**config.mk**
```make
export PLATFORM = sky130hd
export DESIGN_NAME = uart_rx_buffered
export DESIGN_NICKNAME = d
export VERILOG_FILES = /design/src/rtl/uart_pkg.sv /design/src/rtl/sync_fifo.sv /design/src/rtl/uart_rx_buffered.sv
export SDC_FILE = /design/constraint.sdc
export NUM_CORES = 1
export LEC_CHECK = 0
export ABC_AREA = 1
export CORE_ASPECT_RATIO = 0.75
export CORE_MARGIN = 2
export CORE_UTILIZATION = 52
export CTS_CLUSTER_SIZE = 16
export DETAILED_ROUTE_END_ITERATION = 8
export PLACE_DENSITY = 0.69
export SLEW_MARGIN = 20
export SYNTH_ARGS = -nofsm -noshare
export SYNTH_HDL_FRONTEND = slang
export SYNTH_SLANG_ARGS = --single-unit
```
**constraint.sdc**
```tcl
create_clock -name clk -period 3.1 [get_ports clk]
set_input_delay 0.62 -clock clk [delete_from_list [all_inputs] [get_ports clk]]
set_output_delay 0.62 -clock clk [all_outputs]
set_load 0.02 [all_outputs]
```
**src/rtl/uart_pkg.sv**
```systemverilog
// Shared definitions for the buffered UART receiver: parity modes, FSM states,
// FIFO entry layout and the parity check helper.
package uart_pkg;

  localparam int unsigned PARITY_NONE = 0;
  localparam int unsigned PARITY_EVEN = 1;
  localparam int unsigned PARITY_ODD  = 2;

  typedef enum logic [2:0] {
    ST_IDLE      = 3'd0,
    ST_START     = 3'd1,
    ST_DATA      = 3'd2,
    ST_PARITY    = 3'd3,
    ST_STOP      = 3'd4,
    ST_WAIT_HIGH = 3'd5
  } rx_state_e;

  // Entry layout is {frame_err, parity_err, data}; flag offsets are relative to DATA_BITS.
  localparam int unsigned ENTRY_FLAG_BITS = 2;
  localparam int unsigned ENTRY_PERR_OFS  = 0;
  localparam int unsigned ENTRY_FERR_OFS  = 1;

  function automatic logic parity_mismatch(input logic        data_xor,
                                           input logic        sample,
                                           input int unsigned mode);
    return (data_xor ^ sample) != (mode == PARITY_ODD);
  endfunction

endpackage

```
**src/rtl/sync_fifo.sv**
```systemverilog
// First-word fall-through synchronous FIFO with wrap-around counters and an
// occupancy output; a pop while full lets a simultaneous push through.
module sync_fifo #(
  parameter int unsigned WIDTH = 10,
  parameter int unsigned DEPTH = 16
) (
  input  logic                     clk,
  input  logic                     reset,
  input  logic                     i_push,
  input  logic [WIDTH-1:0]         i_wdata,
  input  logic                     i_pop,
  output logic [WIDTH-1:0]         o_rdata,
  output logic                     o_empty,
  output logic                     o_full,
  output logic [$clog2(DEPTH):0]   o_level
);

  localparam int unsigned AW = $clog2(DEPTH);

  logic [AW:0]      r_wr_cnt;
  logic [AW:0]      r_rd_cnt;
  logic [WIDTH-1:0] r_mem [DEPTH];

  logic [AW:0] w_level;
  logic        w_empty;
  logic        w_full;
  logic        w_push_ok;
  logic        w_pop_ok;

  assign w_level   = r_wr_cnt - r_rd_cnt;
  assign w_empty   = (w_level == '0);
  assign w_full    = (w_level == (AW+1)'(DEPTH));
  assign w_pop_ok  = i_pop && !w_empty;
  assign w_push_ok = i_push && (!w_full || w_pop_ok);

  always_ff @(posedge clk) begin
    if (reset) begin
      r_wr_cnt <= '0;
      r_rd_cnt <= '0;
    end else begin
      if (w_push_ok) r_wr_cnt <= r_wr_cnt + 1'b1;
      if (w_pop_ok)  r_rd_cnt <= r_rd_cnt + 1'b1;
    end
  end

  // NOTE: storage is deliberately not reset; the empty flag masks stale contents.
  always_ff @(posedge clk) begin
    if (w_push_ok) r_mem[r_wr_cnt[AW-1:0]] <= i_wdata;
  end

  assign o_rdata = w_empty ? '0 : r_mem[r_rd_cnt[AW-1:0]];
  assign o_empty = w_empty;
  assign o_full  = w_full;
  assign o_level = w_level;

endmodule

```
**src/rtl/uart_rx_buffered.sv**
```systemverilog
// UART receiver with configurable frame format, centre sampling, per-frame
// error flags and a valid/ready RX FIFO with sticky overflow.
module uart_rx_buffered
  import uart_pkg::*;
#(
  parameter int unsigned CLKS_PER_BIT = 54,
  parameter int unsigned DATA_BITS    = 8,
  parameter int unsigned PARITY_MODE  = PARITY_NONE,
  parameter int unsigned STOP_BITS    = 1,
  parameter int unsigned FIFO_DEPTH   = 16
) (
  input  logic                          clk,
  input  logic                          reset,
  input  logic                          i_rx,
  output logic                          m_valid,
  input  logic                          m_ready,
  output logic [DATA_BITS-1:0]          m_data,
  output logic                          m_parity_err,
  output logic                          m_frame_err,
  output logic [$clog2(FIFO_DEPTH):0]   fifo_level,
  output logic                          overflow,
  input  logic                          clear_overflow,
  output logic                          rx_busy
);

  localparam int unsigned CNT_W     = $clog2(CLKS_PER_BIT);
  localparam int unsigned BIT_W     = $clog2(DATA_BITS + 1);
  localparam int unsigned ENTRY_W   = DATA_BITS + ENTRY_FLAG_BITS;
  localparam int unsigned PERR_BIT  = DATA_BITS + ENTRY_PERR_OFS;
  localparam int unsigned FERR_BIT  = DATA_BITS + ENTRY_FERR_OFS;
  localparam int unsigned HALF_LAST = CLKS_PER_BIT / 2 - 1;
  localparam int unsigned BIT_LAST  = CLKS_PER_BIT - 1;

  logic                 r_sync1;
  logic                 r_sync2;
  rx_state_e            r_state;
  rx_state_e            w_state_nxt;
  logic [CNT_W-1:0]     r_clk_cnt;
  logic [BIT_W-1:0]     r_bit_cnt;
  logic [DATA_BITS-1:0] r_shift;
  logic                 r_parity_err;
  logic                 r_frame_err;
  logic                 r_overflow;

  logic                 w_rx_s;
  logic                 w_half_tick;
  logic                 w_tick;
  logic                 w_last_data;
  logic                 w_last_stop;
  logic                 w_push;
  logic                 w_pop;
  logic                 w_full;
  logic                 w_empty;
  logic [ENTRY_W-1:0]   w_wdata;
  logic [ENTRY_W-1:0]   w_head;

  // Two-flop synchroniser; resets to the idle (high) line level.
  always_ff @(posedge clk) begin
    if (reset) begin
      r_sync1 <= 1'b1;
      r_sync2 <= 1'b1;
    end else begin
      r_sync1 <= i_rx;
      r_sync2 <= r_sync1;
    end
  end

  assign w_rx_s      = r_sync2;
  assign w_half_tick = (r_clk_cnt == CNT_W'(HALF_LAST));
  assign w_tick      = (r_clk_cnt == CNT_W'(BIT_LAST));
  assign w_last_data = (r_bit_cnt == BIT_W'(DATA_BITS - 1));
  assign w_last_stop = (r_bit_cnt == BIT_W'(STOP_BITS - 1));

  always_ff @(posedge clk) begin
    if (reset) r_state <= ST_IDLE;
    else       r_state <= w_state_nxt;
  end

  // NOTE: every output of this block gets a default first so no latch is inferred.
  always_comb begin
    w_state_nxt = r_state;
    w_push      = 1'b0;
    case (r_state)
      ST_IDLE:   if (!w_rx_s) w_state_nxt = ST_START;
      ST_START:  if (w_half_tick) w_state_nxt = w_rx_s ? ST_IDLE : ST_DATA;
      ST_DATA:
        if (w_tick && w_last_data)
          w_state_nxt = (PARITY_MODE != PARITY_NONE) ? ST_PARITY : ST_STOP;
      ST_PARITY: if (w_tick) w_state_nxt = ST_STOP;
      ST_STOP:
        if (w_tick && w_last_stop) begin
          w_push      = 1'b1;
          w_state_nxt = w_rx_s ? ST_IDLE : ST_WAIT_HIGH;
        end
      ST_WAIT_HIGH: if (w_rx_s) w_state_nxt = ST_IDLE;
      default:   w_state_nxt = ST_IDLE;
    endcase
  end

  // Sample/bit counters, shift register and per-frame error flags.
  always_ff @(posedge clk) begin
    if (reset) begin
      r_clk_cnt    <= '0;
      r_bit_cnt    <= '0;
      r_shift      <= '0;
      r_parity_err <= 1'b0;
      r_frame_err  <= 1'b0;
    end else begin
      case (r_state)
        ST_START: r_clk_cnt <= w_half_tick ? '0 : r_clk_cnt + 1'b1;
        ST_DATA:
          if (w_tick) begin
            r_clk_cnt <= '0;
            r_shift   <= {w_rx_s, r_shift[DATA_BITS-1:1]};
            r_bit_cnt <= w_last_data ? '0 : r_bit_cnt + 1'b1;
          end else begin
            r_clk_cnt <= r_clk_cnt + 1'b1;
          end
        ST_PARITY:
          if (w_tick) begin
            r_clk_cnt    <= '0;
            r_parity_err <= parity_mismatch(^r_shift, w_rx_s, PARITY_MODE);
          end else begin
            r_clk_cnt <= r_clk_cnt + 1'b1;
          end
        ST_STOP:
          if (w_tick) begin
            r_clk_cnt <= '0;
            r_bit_cnt <= r_bit_cnt + 1'b1;
            if (!w_rx_s) r_frame_err <= 1'b1;
          end else begin
            r_clk_cnt <= r_clk_cnt + 1'b1;
          end
        default: begin
          r_clk_cnt    <= '0;
          r_bit_cnt    <= '0;
          r_parity_err <= 1'b0;
          r_frame_err  <= 1'b0;
        end
      endcase
    end
  end

  // The last stop sample is folded in directly since it is pushed on the same edge.
  always_comb begin
    w_wdata                    = '0;
    w_wdata[DATA_BITS-1:0]     = r_shift;
    w_wdata[PERR_BIT]          = r_parity_err;
    w_wdata[FERR_BIT]          = r_frame_err | ~w_rx_s;
  end

  assign w_pop = m_valid && m_ready;

  sync_fifo #(
    .WIDTH (ENTRY_W),
    .DEPTH (FIFO_DEPTH)
  ) u_fifo (
    .clk     (clk),
    .reset   (reset),
    .i_push  (w_push),
    .i_wdata (w_wdata),
    .i_pop   (w_pop),
    .o_rdata (w_head),
    .o_empty (w_empty),
    .o_full  (w_full),
    .o_level (fifo_level)
  );

  // Set wins over clear when both land in the same cycle.
  always_ff @(posedge clk) begin
    if (reset)                          r_overflow <= 1'b0;
    else if (w_push && w_full && !w_pop) r_overflow <= 1'b1;
    else if (clear_overflow)            r_overflow <= 1'b0;
  end

  assign m_valid      = !w_empty;
  assign m_data       = w_head[DATA_BITS-1:0];
  assign m_parity_err = w_head[PERR_BIT];
  assign m_frame_err  = w_head[FERR_BIT];
  assign overflow     = r_overflow;
  assign rx_busy      = (r_state != ST_IDLE);

endmodule
```
Word-level counts from Yosys, hierarchy flattened
Memories as Yosys holds them, arrays and structs flattened. A register that Yosys moved wholly into a read port is not among the register bits. Index checks and enable logic that the tools add are counted.

Flip-flop bits (word level): 36. Bits in writable memories: 160. Input port bits: 5. Output and inout port bits: 18. Word-level logic and storage cells: 97. Memories kept: 1.

Memories: u_fifo.r_mem (words 16, bits a word 10, rd ports 1, clocked after Yosys merged registers in 1, write ports 1, RTL line sync_fifo.sv:22) `logic [WIDTH-1:0] r_mem [DEPTH];`.

$add $sub $neg: 5. Equality and inequality tests: 18. Muxes and demuxes: 30. Bitwise gates (word level): 6. Reductions and logical operators: 26.

Operators by type and width (number): $mux 3 (7); $mux 4 (5); $ne 2x2->1 const B (9); $pmux 3 s6 (1); $mux 6 (2); $pmux 4 s3 (1); $pmux 6 s2 (1); $add 5x1->5 const B (2); $mux 10 (1); $mux 1 (9); $reduce_or 3->1 (3); $reduce_xor 8->1 (1); $logic_and 1x1->1 (7); $add 6x1->6 const B (1); $eq 3x2->1 const B (2); $eq 3x3->1 const B (2); $eq 6x5->1 const B (1); $eq 6x6->1 const B (1); $reduce_and 3->1 (2); $reduce_and 6->1 (1); $eq 5x5->1 const B (1); $logic_not 5->1 (1); $sub 5x5->5 (1); $add 4x1->4 const B (1); 15 further kinds (22).

Longest topological paths before layout
Depth after elaboration: 9. Depth in mapped cells: 15. Gate-level depth less buffers: 15.

Modules after synthesis
A second synthesis with hierarchy kept.

Cell total of the unflattened synthesis: 855. Area, all modules: 8839.7 µm².

By module, submodules not included: sync_fifo (instances 1, cells an instance 620, area each 7325.8 µm², sequential area each 5084.9 µm²); uart_rx_buffered (instances 1, cells an instance 235, area each 1514.0 µm², sequential area each 520.5 µm²).

Worst setup path after synthesis
Ideal clock, no wire load.

Path type: register to output. Start point: register u_fifo.r_wr_cnt[0]. End point: output port m_data[0]. Arrival time: 2.214 ns. Setup slack: 0.266 ns. Cell stages (with the launch flop): 13. Path buffers: 0. Cells stage by stage: dfxtp_1 > inv_1 > ha_1 > inv_1 > fa_1 > inv_1 > nand2_1 > nor2_2 > inv_1 > nor2_4 > nand2_4 > clkinv_1 > nor2_1.

Word-level cells in the longest chain between the ends: 3.

RTL lines: start, declared (RTL line sync_fifo.sv:20) `logic [AW:0] r_wr_cnt;`; start signal, assigned (RTL line sync_fifo.sv:41) `if (w_push_ok) r_wr_cnt <= r_wr_cnt + 1'b1;`; $sub 5x5->5 (RTL line sync_fifo.sv:30) `assign w_level = r_wr_cnt - r_rd_cnt;`; net fifo_level[1] (RTL line uart_rx_buffered.sv:20) `output logic [$clog2(FIFO_DEPTH):0] fifo_level,`; $logic_not 5->1 (RTL line sync_fifo.sv:31) `assign w_empty = (w_level == '0);`; $mux 10 (RTL line sync_fifo.sv:51) `assign o_rdata = w_empty ? '0 : r_mem[r_rd_cnt[AW-1:0]];`; end, declared (RTL line uart_rx_buffered.sv:17) `output logic [DATA_BITS-1:0] m_data,`.

The timed path passes the listed nets, and every way through them passes these cells.

Worst setup path after layout
Start point: register u_fifo.r_wr_cnt[0]. End point: output port m_frame_err.

Word-level cells in the longest chain between the ends: 3.

RTL lines: $sub 5x5->5 (RTL line sync_fifo.sv:30); $logic_not 5->1 (RTL line sync_fifo.sv:31); $mux 10 (RTL line sync_fifo.sv:51); end, declared (RTL line uart_rx_buffered.sv:19) `output logic m_frame_err,`.

No other way between the ends.

==> results.yml <==
global_route:
  grt_pass1_wl_um: 31500
  grt_overflow_total: 0
  antenna_found_initial: 0
  grt_pass1_vias: 5895
  grt_usage_pct: 23.6
  grt_start_max_net_pins: 61
floorplan:
  die_w_um: 154
  core_region_area_um2: 16200
  ios: 23
  die_h_um: 116
  initial_core_util_pct: 53.8
  die-area_um2: 17800
  rows: 40
layout:
  layout-drive-gt1-share_pct: 14.8
  antenna_cells: 0
  finalNetCount: 865
  register_area_um2: 5610
  utilization_pct: 61.2
  multi_input_area_um2: 2800
  fillers: 1287
  synthToLayoutAreaGrowth_pct: 13.9
drt:
  vias_per_cell: 5.65
  wirelength_um: 20000
  ant_nets: 0
  dr.pass1.iters: 5
  first_iter_violations: 946
  routedWlPerCell_um: 18.7
  vias: 6039
  drc: 0
timing:
  grt_setup_unrepaired: "yes"
  slew_headroom_pct: 24.4
  fin_crit_ns: 2.97
  skew_ns: 0.0130
  setup_ws_ns: 0.126
  clock.fmax_mhz: 336
  setup_viol: 0
  tns_ns: 0
  drv_slew: 0
  hold_viol: 0
  fin_crit_sh_pct: 95.9
  tightest_slew_ns: 1.13
synth:
  synth_top_area_cell: "edfxtp_1"
  synthArstFlopShare_pct: 0
  ys_top_cells_by_area: "edfxtp_1 55%, dfxtp_1 9.2%, nand2_1 8.2%"
  synth_nets: 833
  synth_area_um2: 8720
  seq_area_frac_synth_pct: 64.3
  ys_ff_latch: 200
  yosysUniqueCellTypes: 38
  avgSynthCellArea_um2: 10.7
  synth-edff-count: 160
  yosysWarnings: 0
  yosysMostFrequentCell: "nand2_1"
  postSynthCellCount: 813
  ys_top_cells_by_count: "190 x nand2_1, 160 x edfxtp_1, 99 x a21oi_1"
  synthFlopType: "edfxtp_1"
  synth.top_cell.area_share_pct: 55.1
clocking:
  cts_buffers: 17
  cts_tree: "built"
  cts_hold_buf: 0
  path_clk_slew_ns: 0.07
  insertion_delay_ns: 0.44
  cts_max_level: 4
  cts_sinks: 200
  cts_buffer_depth: 2
  clockRootBuffer: "clkbuf_16"
worst_setup_path:
  cp_data_required_time_ns: 2.48
  path_max_fanout: 5
  critical_path_class: "reg -> out"
  arrival_ns: 2.35
  endpoint_kind: "output port"
  startpoint_type: "flop"
hold_path:
  hp-class: "reg -> reg"
power_and_ir_drop:
  switchingPower_uw: 1330
  p_leak_uw: 0.00401
  p_per_area_nw_per_um2: 569
  pwr-share-clk_pct: 39.9
  p_int_uw: 4330
  p_seq_share_pct: 51.8
  finalPower_uw: 5660
  ir_worst_vdd_mv: 0.369
  p_comb_share_pct: 8.3
  swShare_pct: 23.5
run:
  maxCapViolations: 0
placed_design:
  dp_slack_ns: 0.0499
  place_hpwl_um: 12800
  gp_congestion: 0.846
  io_buffer_count: 22
run_status:
  outcome: "completed"
==> routing by layer <==
| metal | up-vias | wire length (um) | global-route usage [%] | share of wire, % |
|---|---|---|---|---|
| li1 | 2889 | - | - | - |
| met1 | 2902 | 8770 | 32.7 | 44 |
| met2 | 225 | 9370 | 37.6 | 47 |
| met3 | 23 | 1600 | 5.60 | 8.0 |
| met4 | 0 | 269 | 7.16 | 1.3 |
| met5 | - | 0 | 0 | 0 |
==> state kept, by name, indices dropped and copies added, names as in the netlist, named ones only <==
name,flops
r_sync2,1
r_state,3
r_shift,8
u_fifo.r_wr_cnt,5
overflow,1
r_bit_cnt,4
r_parity_err,1
u_fifo.r_mem,160
r_sync1,1
r_frame_err,1
r_clk_cnt,6
u_fifo.r_rd_cnt,5
==> final cells by class <==
class / count / share of cell area, %
clock inverters: 14 / 1.76
repair buffers: 47 / 4.51
well taps: 210 / 2.65
flip-flops and latches: 200 / 56.5
inverters: 53 / 2.13
multi-input cells: 526 / 28.1
clock buffers: 18 / 4.32
==> stage by stage <==
step,std cells,hold WS [ns],cell area (um2)
detailed placement,1033,0.412,9270
floorplan,813,0.389,8720
global route,1068,0.445,9930
CTS,1065,0.433,9820
global placement,1033,0.394,9270
finish,1068,0.423,9930
==> kinds of logic after synthesis <==
kind of cell | after synthesis | synth area share [%]
and+or+nand+nor | 335 | 17.1
DFF | 200 | 64.3
AOI/OAI and AO/OA | 161 | 10.8
buffers and inverters | 87 | 4.06
xor gates and xnor gates | 15 | 1.51
adders and majority gates | 15 | 2.24
==> power by group through the flow <==
stage               Clock (uW)  Combinational, uW  Sequential [uW]
floorplan                    0                371             2980
global placement             0                448             2980
detailed placement           0                469             2990
CTS                       2280                470             2930
global route              2400                527             2930
finish                    2260                470             2930
==> path summary, 6_finish.rpt <==
kind | slack (ns) | depth (start not counted) | to | startpoint
worst max register to register | 0.19 | 12 | u_fifo.r_mem[12][6] | u_fifo.r_wr_cnt[0]
worst max-delay path | 0.13 | 14 | m_frame_err | u_fifo.r_wr_cnt[0]
worst min-delay path | 0.42 | 1 | r_sync2 | r_sync1
worst min register to register | 0.42 | 1 | r_sync2 | r_sync1
==> worst max-delay path, stage by stage (launching register included) <==
cell,delay (ns)
dfxtp_2,0.33
inv_2,0.07
ha_4,0.14
inv_4,0.04
fa_2,0.57
inv_2,0.04
nand2_2,0.06
nor2_4,0.04
inv_2,0.06
nor2_4,0.04
nand2_4,0.07
inv_6,0.05
buf_12,0.13
nor2_1,0.12
buf_4,0.16
==> repair_timing <==
| action | in CTS | in global routing |
|---|---|---|
| gates cloned | 0 | 1 |
| setup endpoints to repair | 12 | 30 |
| gates resized for setup | 44 | 28 |
| pin swaps | 1 | 5 |
| setup buffers | 0 | 2 |
==> cell usage in the layout (no fill, tap or decap), drive strengths merged, types with 2 or more instances in the layout <==
master,n
inv,53
a211oi,2
clkinv,7
clkdlybuf4s50,10
a22oi,40
or2,4
nor3,3
bufinv,3
ha,14
nor2,71
xor2,11
a21oi,100
clkbuf,19
xnor2,4
buf,34
clkinvlp,4
edfxtp,160
nor3b,2
dfxtp,40
nand3,49
nand2,205
o21ai,18
No activity file was read; power rests on OpenSTA's default activity.
